<file path="src/rtl/game_pkg.sv">
// rtl/game_pkg.sv - shared FSM state, empty-tile constant and tile helpers for line_merge_unit
package game_pkg;

    typedef enum logic [1:0] {
        IDLE,
        SCAN,
        FLUSH,
        DONE
    } state_t;

    localparam logic [31:0] EMPTY_TILE = '0;

    function automatic int max_tile(input int w);
        return (1 << w) - 1;
    endfunction

endpackage

</file>
<file path="src/rtl/line_order_swap.sv">
// rtl/line_order_swap.sv - combinational cell-order reversal, pass-through when reverse=0
module line_order_swap #(
    parameter int N = 4,
    parameter int W = 4
) (
    input  logic           reverse,
    input  logic [N*W-1:0] line_in,
    output logic [N*W-1:0] line_out
);

    for (genvar i = 0; i < N; i++) begin : g_cell
        assign line_out[i*W +: W] = reverse ? line_in[(N-1-i)*W +: W] : line_in[i*W +: W];
    end

endmodule

</file>
<file path="src/rtl/line_merge_unit.sv">
// rtl/line_merge_unit.sv - slides and merges one line of N tiles per transaction
// Optional score port and accumulator: LINE_MERGE_SCORE_EN
module line_merge_unit
    import game_pkg::*;
#(
    parameter int N       = 4,
    parameter int W       = 4,
    parameter int SCORE_W = 16
) (
    input  logic                       clk,
    input  logic                       rst,
    input  logic                       start,
    input  logic                       reverse,
    input  logic [N*W-1:0]             line_in,
    output logic                       busy,
    output logic                       done,
    output logic [N*W-1:0]             line_out,
    output logic                       moved,
    output logic [$clog2(N/2+1)-1:0]   merge_cnt
`ifdef LINE_MERGE_SCORE_EN
    ,
    output logic [SCORE_W-1:0]         score
`endif
);

    localparam int IW = (N > 2) ? $clog2(N) : 1;
    localparam int MW = $clog2(N/2+1);
    localparam logic [W-1:0] MAX_T = W'(max_tile(W));
    localparam logic [W-1:0] EMPTY = EMPTY_TILE[W-1:0];

    state_t         state;
    logic [N*W-1:0] work;
    logic [N*W-1:0] obuf;
    logic [N*W-1:0] fin;
    logic [N*W-1:0] in_sw;
    logic [N*W-1:0] fin_sw;
    logic [IW-1:0]  rd;
    logic [IW-1:0]  wr;
    logic [W-1:0]   h;
    logic [W-1:0]   c;
    logic           hv;
    logic           rev_q;

    line_order_swap #(.N(N), .W(W)) u_in_swap (
        .reverse  (reverse),
        .line_in  (line_in),
        .line_out (in_sw)
    );

    line_order_swap #(.N(N), .W(W)) u_out_swap (
        .reverse  (rev_q),
        .line_in  (fin),
        .line_out (fin_sw)
    );

    // fin is the scan buffer with any pending hold tile flushed in.
    always_comb begin
        c   = work[int'(rd)*W +: W];
        fin = obuf;
        if (hv) begin
            fin[int'(wr)*W +: W] = h;
        end
    end

`ifdef LINE_MERGE_SCORE_EN
    function automatic logic [SCORE_W-1:0] sat_add(input logic [SCORE_W-1:0] a, input logic [W-1:0] e);
        logic [SCORE_W:0] s;
        if (int'(e) + 1 >= SCORE_W) begin
            return '1;
        end
        s = {1'b0, a} + ((SCORE_W+1)'(1) << (int'(e) + 1));
        return s[SCORE_W] ? '1 : s[SCORE_W-1:0];
    endfunction
`endif

    always_ff @(posedge clk or posedge rst) begin
        if (rst) begin
            state     <= IDLE;
            busy      <= 1'b0;
            done      <= 1'b0;
            line_out  <= '0;
            moved     <= 1'b0;
            merge_cnt <= '0;
            work      <= '0;
            obuf      <= '0;
            rd        <= '0;
            wr        <= '0;
            h         <= '0;
            hv        <= 1'b0;
            rev_q     <= 1'b0;
`ifdef LINE_MERGE_SCORE_EN
            score     <= '0;
`endif
        end else begin
            case (state)
                IDLE: begin
                    done <= 1'b0;
                    if (start) begin
                        work      <= in_sw;
                        rev_q     <= reverse;
                        obuf      <= '0;
                        rd        <= '0;
                        wr        <= '0;
                        h         <= '0;
                        hv        <= 1'b0;
                        merge_cnt <= '0;
`ifdef LINE_MERGE_SCORE_EN
                        score     <= '0;
`endif
                        busy      <= 1'b1;
                        state     <= SCAN;
                    end
                end
                SCAN: begin
                    if (c != EMPTY) begin
                        if (hv) begin
                            // Merging clears hv, so a merged tile cannot merge again this pass.
                            if (h == c && c != MAX_T) begin
                                obuf[int'(wr)*W +: W] <= h + W'(1);
                                wr        <= wr + IW'(1);
                                hv        <= 1'b0;
                                merge_cnt <= merge_cnt + MW'(1);
`ifdef LINE_MERGE_SCORE_EN
                                score     <= sat_add(score, c);
`endif
                            end else begin
                                obuf[int'(wr)*W +: W] <= h;
                                wr <= wr + IW'(1);
                                h  <= c;
                            end
                        end else begin
                            h  <= c;
                            hv <= 1'b1;
                        end
                    end
                    rd <= rd + IW'(1);
                    if (rd == IW'(N-1)) begin
                        state <= FLUSH;
                    end
                end
                FLUSH: begin
                    line_out <= fin_sw;
                    moved    <= (fin != work);
                    done     <= 1'b1;
                    state    <= DONE;
                end
                DONE: begin
                    done  <= 1'b0;
                    busy  <= 1'b0;
                    state <= IDLE;
                end
                default: state <= IDLE;
            endcase
        end
    end

endmodule

</file>
<file path="config.mk">
export PLATFORM = sky130hd
export DESIGN_NAME = line_merge_unit
export DESIGN_NICKNAME = d
export VERILOG_FILES = /design/src/rtl/game_pkg.sv /design/src/rtl/line_order_swap.sv /design/src/rtl/line_merge_unit.sv
export SDC_FILE = /design/constraint.sdc
export NUM_CORES = 1
export LEC_CHECK = 0
export ABC_AREA = 1
export BUFFER_PORTS_ARGS = -buffer_cell sky130_fd_sc_hd__buf_4
export CAP_MARGIN = 5
export CORE_ASPECT_RATIO = 0.9
export CORE_MARGIN = 3
export CORE_UTILIZATION = 50
export DETAILED_ROUTE_END_ITERATION = 8
export GPL_ROUTABILITY_DRIVEN = 0
export PLACE_DENSITY_LB_ADDON = 0.08
export SLEW_MARGIN = 20
export SYNTH_ARGS = -nofsm -noshare
export SYNTH_HDL_FRONTEND = slang
export SYNTH_HIERARCHICAL = 1
export SYNTH_SLANG_ARGS = --single-unit
</file>
<file path="constraint.sdc">
create_clock -name clk -period 3.2 [get_ports clk]
set_input_delay 0.32 -clock clk [delete_from_list [all_inputs] [get_ports clk]]
set_output_delay 0.32 -clock clk [all_outputs]
set_load 0.02 [all_outputs]
</file>
==> metrics.md, run 1 <==
| Metric | Value |
|---|---|
| Largest area contributor in the netlist | dfrtp_1 |
| Lkg Pwr | 3.126 nW |
| Wirelength per Cell | 13.98 um |
| Finished Layout Cells | 932 |
| Slowest cell delay on critical path | 570 ps |
| Clock tree buffer depth | 2 |
| TritonCTS clock tree | built |
| Num CTS Buffers | 9 |
| Post-synth top flop | dfrtp_1 |
| Final setup TNS | 0 ps |
| Cell with the most instances after synthesis | nand2_1 |
| Top cells by area, synth | dfrtp_1 (32%), nand2_1 (28%), nand2_2 (6.1%), nand3_1 (5.9%), inv_1 (3.6%) |
| Port buffer count | 40 |
| ANT cells | 0 |
| Max Cap Viol | 0 |
| Global-route wire length before repair | 21780 um |
| Total vias in the final route | 4902 |
| Slew headroom | 0.4880 |
| Post-CTS Setup Bufs | 0 |
| Netlist Area Pre-Place | 5036 um2 |
| Post-CTS sizing | 0 |
| Top cell family by delay on the critical path | simple AND/OR/NAND/NOR gates |
| Placed Instances | 916 |
| Syn_area_per_cell | 6.481 um2 |
| CTS root buf | clkbuf_8 |
| Min-delay worst type | primary input to async pin |
| CP Class | flop to flop |
| Power Dens Cells | 949.4 nW/um2 |
| Most used cell along the critical path | nand2_1 |
| Boundary pin count | 41 |
| Die area | 11310 um2 |
| Top cells by count, synth | nand2_1 (378), dfrtp_1 (65), nand3_1 (59) |
| Largest net degree at the start of global routing | 66 |
| Post-synth top area share | 0.3230 |
| DR pass1 iterations | 5 |
| Max Slew Vio Count | 0 |
| Worst endpoint data arrival time | 2770 ps |
| Post-route ant nets | 0 |
| Status | finished clean |
| Post-synth EDFFs | 0 |
| DRC Markers | 0 |
| Worst-Margin Slew | 768.0 ps |
| Crit-path cells | inv_1 > ha_1 > inv_1 > nor2_1 > nand3_1 > nand3_1 > nand2_1 > nand2_1 > nand2_1 > nor2_1 > nand2_1 > nor2_1 > nand2_1 > nand2_1 > nand2_1 |
| Asr flop ratio synth | 1.000 |
| Post-Synthesis Cells | 777 |
| Clock sinks | 65 |
| Initial antenna violation count | 0 |
| RSZ-0062 raised after global routing | no |
| Seq/Total Area, Yosys | 0.3230 |
| Count of cell types in the netlist | 35 |
| Crit path max-delay cell type | dfrtp_1 |
| Max Fclk | 396.5 MHz |
| Critical Path RT | 3450 ps |
| Fillers | 978 |
| Die Wd | 111.8 um |
| Total GRT Usage | 0.2403 |
| Initial drt markers | 394 |
| Min Clock Period, post-route | 2522 ps |
| Wirelength, routed | 13030 um |
| Core box area | 9742 um2 |
| Post-layout nets | 833 |
| Congestion Overflow GR | 0 |
| Yosys reg bits | 65 |
| Setup Skew | 8.761 ps |
| Setup-failing EPs final | 0 |
| Std cell rows | 34 |
| Peak VDD IR | 0.6806 mV |
| Critical Path Start Type | flop |
| Final Hold Fails | 0 |
| Post-DP HPWL | 9850 um |
| CP max FO | 13 |
| Initial cell density of the core | 0.5170 |
| Layout cell share with drive strength beyond 1 | 0.1799 |
| Syn nets | 809 |
| Tcrit/Tclk final | 0.7881 |
| Clk slew on worst S/H paths | 80 ps |
| DR vias/cell | 5.260 |
| Critical Path End Type | flop |
| H-Tree Level Count | 3 |
| Die height | 101.2 um |
| Vias in the first global route | 4546 |
| Yosys warning total | 6 |
| Critical path buffers and inverters | 2 |
| Hold_buf cts | 0 |
| Area grow syn2layout | 9.217% |
| Clk Latency, worst-skew pair | 350 ps |
-- worst min-delay path: cells and delay by family --
| kind | cells | cell delay [ps] |
|---|---|---|
| buffers and inverters | 3 | 480 |
-- sequential cells by signal, indices dropped and copies added, names as in the netlist --
signal,flops
busy,1
done,1
h,4
hv,1
line_out,16
merge_cnt,2
moved,1
obuf,16
rd,2
rev_q,1
state,2
work,16
wr,2
-- kinds of logic after synthesis --
| family | after synthesis | synth area share |
|---|---|---|
| adder cells (fa/ha/maj) | 12 | 0.02981 |
| buffers and inverters | 89 | 0.09217 |
| flip-flops | 65 | 0.3230 |
| XOR/XNOR | 3 | 0.005218 |
| AND/OR/NAND/NOR | 585 | 0.5242 |
| AO/OA/AOI/OAI | 23 | 0.02559 |
-- layout make-up --
cell class / instances / area (um2) / share of cell area
inverters: 58 / 240.2 / 0.04368
clock inverters: 5 / 56.30 / 0.01024
flip-flops and latches: 65 / 1627 / 0.2957
clock buffers: 11 / 131.4 / 0.02389
well taps: 126 / 157.7 / 0.02866
multi-input cells: 623 / 2945 / 0.5355
repair buffers: 44 / 342.8 / 0.06233
-- power by group --
group	internal, W	total, W	switching, W
clock network	0.000359	0.000691	0.000332
registers	0.00109	0.00150	0.000405
logic	0.000979	0.00303	0.00205
total	0.00243	0.00522	0.00279
-- worst paths after layout --
path / from / to / slack (ps) / cells past startpoint
min in group clk: line_in[11] / work[11] / 270 / 5
max in group asynchronous: rst / obuf[2] / 2870 / 3
hold / removal: rst / line_out[8] / 40 / 3
setup reg to reg: wr[0] / moved / 680 / 15
setup / recovery: wr[0] / moved / 680 / 15
hold reg to reg: line_out[7] / line_out[7] / 470 / 2
-- placed cells by master (no fill, tap or decap), drive strengths merged --
cell / synthesis / routed
o21a: 1 / 1
clkinvlp: 0 / 1
xnor2: 1 / 1
a21oi: 1 / 1
buf: 17 / 44
nor2: 37 / 37
dfrtp: 65 / 65
nand4: 22 / 22
nor3: 3 / 3
xor2: 2 / 2
nand3: 63 / 63
ha: 12 / 12
o21ai: 21 / 21
inv: 57 / 57
nand3b: 16 / 16
clkinv: 1 / 4
clkbuf: 14 / 11
nand2: 428 / 428
bufinv: 0 / 1
or2: 16 / 16
-- metrics by stage --
| stage | util | instance area [um2] | worst slack, ps | hold WS, ps | total power, W |
|---|---|---|---|---|---|
| global route | 0.5646 | 5500 | 427.5 | 58.32 | 0.005706 |
| finish | 0.5646 | 5500 | 678.2 | 37.75 | 0.005222 |
| CTS | 0.5646 | 5500 | 722.5 | 43.42 | 0.005238 |
| detailed placement | 0.5453 | 5313 | 737.9 | 434.1 | 0.004523 |
| floorplan | - | 5036 | 1113 | 429.6 | 0.003838 |
| global placement | 0.5453 | 5313 | 777.5 | 423.7 | 0.004455 |
-- metal layers --
metal / part of all wire / track usage / up-vias
li1: - / - / 2471
met1: 0.45 / 0.3203 / 2264
met2: 0.47 / 0.3935 / 145
met3: 0.066 / 0.04898 / 22
met4: 0.020 / 0.08326 / 0
met5: 0 / 0 / -
No activity file was read; power rests on OpenSTA's default activity.
==> inputs of run 2 (changes only) <==
--- a/config.mk
+++ b/config.mk
@@ -5,7 +5,7 @@
 export SDC_FILE = /design/constraint.sdc
 export NUM_CORES = 1
 export LEC_CHECK = 0
-export ABC_AREA = 1
+export ABC_AREA = 0
 export BUFFER_PORTS_ARGS = -buffer_cell sky130_fd_sc_hd__buf_4
 export CAP_MARGIN = 5
 export CORE_ASPECT_RATIO = 0.9
==> constraint.sdc (replaced) <==
create_clock -name clk -period 2.2 [get_ports clk]
set_input_delay 0.22 -clock clk [delete_from_list [all_inputs] [get_ports clk]]
set_output_delay 0.22 -clock clk [all_outputs]
set_load 0.02 [all_outputs]
==> metrics.md, run 2 <==
| Metric | Value |
|---|---|
| Status | finished with violations |
| Failing checks | negative setup slack |
| Global-route wire length before repair | 18860 um (-13%) |
| Clock group share of total power | 0.113 (-0.019) |
| TritonCTS clock tree | built |
| Power Dens Cells | 1492 nW/um2 (+57%) |
| Top routing layer in use | met4 |
| Syn_area_per_cell | 11.42 um2 (+76%) |
| Largest net degree at the start of global routing | 37 (-44%) |
| Layout cell share with drive strength beyond 1 | 0.5624 (+0.3825) |
| Max Slew Vio Count | 0 (unchanged) |
| Worst endpoint data arrival time | 2740 ps (-30 ps) |
| Post-DP HPWL | 8421 um (-15%) |
| Total GRT Usage | 0.2394 (-0.0008459) |
| Min-delay worst type | primary input to flop |
| ANT cells | 0 (unchanged) |
| Routed met2 length | 5587 um (-8.4%) |
| DR vias/cell | 5.605 (+6.6%) |
| DR pass1 iterations | 4 (-1) |
| Std cell rows | 32 (-5.9%) |
| Switching fraction of total power | 0.4077 (-0.1266) |
| Initial drt markers | 148 (-62%) |
| Wirelength per Cell | 18.27 um (+31%) |
| Worst-Margin Slew | 472.5 ps (-295.4 ps) |
| Max Fclk | 398.6 MHz (+0.52%) |
| Comb pwr share | 0.683 (+0.102) |
| Die height | 96.21 um (-4.9%) |
| Critical Path Start Type | flop |
| Initial cell density of the core | 0.5203 (+0.003352) |
| Asr flop ratio synth | 1.000 (unchanged) |
| Clk Latency, worst-skew pair | 350 ps (about the same) |
| Met3 routed WL | 562 um (-35%) |
| Initial antenna violation count | 0 (unchanged) |
| Largest area contributor in the netlist | dfrtp_1 |
| Seq/Total Area, Yosys | 0.3598 (+0.03683) |
| CP Class | flop to flop |
| Port buffer count | 40 (unchanged) |
| Dpl ws | -371.5 ps (-1109 ps) |
| Top cells by count, synth | dfrtp_1 (65), mux2_2 (58), nand2_1 (37) |
| Core box area | 8688 um2 (-11%) |
| Commonest non-fill, non-tap cell in the layout | buf_4 |
| Final hold slack | 210.9 ps (+173.1 ps) |
| DRC Markers | 0 (unchanged) |
| Placed Instances | 608 (-34%) |
| Flop pwr share | 0.203 (-0.084) |
| Largest regs | line_out: 16 flops, obuf: 16 flops, work: 16 flops |
| Finished Layout Cells | 656 (-30%) |
| Post-route ant nets | 0 (unchanged) |
| Final Hold Fails | 0 (unchanged) |
| H-Tree Level Count | 3 (unchanged) |
| Post-synth top flop | dfrtp_1 |
| Num CTS Buffers | 9 (unchanged) |
| Wirelength, routed | 11980 um (-8.1%) |
| Cell Int Power | 0.005450 W (+120%) |
| Max Cap Viol | 0 (unchanged) |
| Count of cell types in the netlist | 58 (+66%) |
| CP max FO | 6 (-7) |
| Area grow syn2layout | 36.40% |
| RSZ-0062 raised after global routing | yes |
| Critical Path End Type | flop |
| Commonest non-fill, non-tap cells in the layout | buf_4 (137), dfrtp_1 (63), mux2_2 (52) |
| Cell with the most instances after synthesis | dfrtp_1 |
| Setup WS post-layout | -308.8 ps (-987.0 ps) |
| Boundary pin count | 41 (unchanged) |
| NetSw | 0.003751 W (+34%) |
| Netlist Area Pre-Place | 4521 um2 (-10%) |
| Setup-failing EPs final | 24 (+24) |
| Tcrit/Tclk final | 1.140 (+0.3523) |
| Clock sinks | 65 (unchanged) |
| Critical Path RT | 2430 ps (-1020 ps) |
| Min Clock Period, post-route | 2509 ps (-13.03 ps) |
| CTS root buf | clkbuf_8 |
| Syn nets | 428 (-47%) |
| Yosys reg bits | 65 (unchanged) |
| Congestion Overflow GR | 0 (unchanged) |
| Die area | 10220 um2 (-9.7%) |
| Post-Synthesis Cells | 396 (-49%) |
| Vias in the first global route | 3664 (-19%) |
| Peak VDD IR | 1.042 mV (+53%) |
| Setup Skew | 5.467 ps (-3.294 ps) |
| Clock tree buffer depth | 2 (unchanged) |
| Clk slew on worst S/H paths | 70 ps (about the same) |
| Yosys warning total | 6 (unchanged) |
| Slew headroom | 0.6850 (+0.1970) |
| Post-synth EDFFs | 0 (unchanged) |
| Lkg Pwr | 2.913 nW (-6.8%) |
| Post-layout nets | 565 (-32%) |
| Die Wd | 106.2 um (-5.0%) |
| Total vias in the final route | 3677 (-25%) |
| Top cells by area, synth | dfrtp_1 (36%), mux2_2 (14%), mux2_4 (7.3%), ha_1 (3.3%), nand2_1 (3.1%) |
| Met1 Routed Length | 5385 um (-7.3%) |
| Post-synth top area share | 0.3598 (+0.03683) |
run 2: power groups by stage:
stage          Clock [W]  Sequential (W)  Combinational, W
3_3_place_gp           0         0.00187           0.00490
6_report         0.00104         0.00187           0.00629
3_5_place_dp           0         0.00187           0.00502
5_1_grt          0.00112         0.00191           0.00671
4_1_cts          0.00107         0.00186           0.00578
2_1_floorplan          0         0.00194           0.00318
run 2: area by class of cell:
cell class	instances	area, um2
multi-input cells	294	2927
fillers	659	2522
flip-flops and latches	65	1629
repair buffers	151	1219
clock buffers	12	155.1
well taps	119	148.9
inverters	12	47.55
clock inverters	3	40.04
run 2: through the flow:
stage | cell area (um2) | total power (W) | TNS, ps | util
finish | 6166 | 0.009201 | -4989 | 0.7097
global route | 6166 | 0.009745 | -7303 | 0.7097
CTS | 5957 | 0.008711 | -5248 | 0.6856
detailed placement | 5461 | 0.006891 | -7269 | 0.6286
global placement | 5461 | 0.006775 | -5050 | 0.6286
floorplan | 4602 | 0.005116 | -1845 | -
run 2: final timing paths:
check,startpoint,slack [ps],cells after the start,end
max,rd[0],-310,8,obuf[13]
min,start,210,4,busy
max reg2reg,rd[0],-310,8,obuf[13]
min reg2reg,line_out[11],510,1,line_out[11]
max in group asynchronous,rst,1310,4,obuf[6]
min in group asynchronous,rst,510,4,work[1]
run 2: kinds of logic (layout without fill, tap and decap cells):
| kind of cell | after synthesis | after routing | synth area share |
|---|---|---|---|
| and+or+nand+nor | 91 | 92 | 0.1091 |
| muxes | 87 | 87 | 0.2441 |
| buffers and inverters | 38 | 178 | 0.04760 |
| adders and majority gates | 12 | 12 | 0.03321 |
| xor gates and xnor gates | 21 | 21 | 0.04567 |
| AOI/OAI and AO/OA | 82 | 82 | 0.1605 |
| DFF | 65 | 65 | 0.3598 |
run 2: what timing repair did:
item,4_1_cts,5_1_grt
buffers inserted,18,12
gates resized for setup,29,28
pin swaps,17,19
setup endpoints to repair,28,32
gates cloned,2,0
endpoints found under the hold margin,29,0
hold buffers,1,0
run 2: layer usage:
layer	global-route usage	vias to the layer above
met2	0.3771	102
met5	0	-
met4	0.1251	0
met1	0.3190	1803
met3	0.04024	27
li1	-	1745
run 2: critical path, cell delays in order, from the launching register on:
cell and delay, ps:
dfrtp_2 440, mux4_2 590, buf_4 170, nand3_2 80
a21oi_4 100, buf_4 160, o41ai_4 360, buf_4 200
mux2_4 290
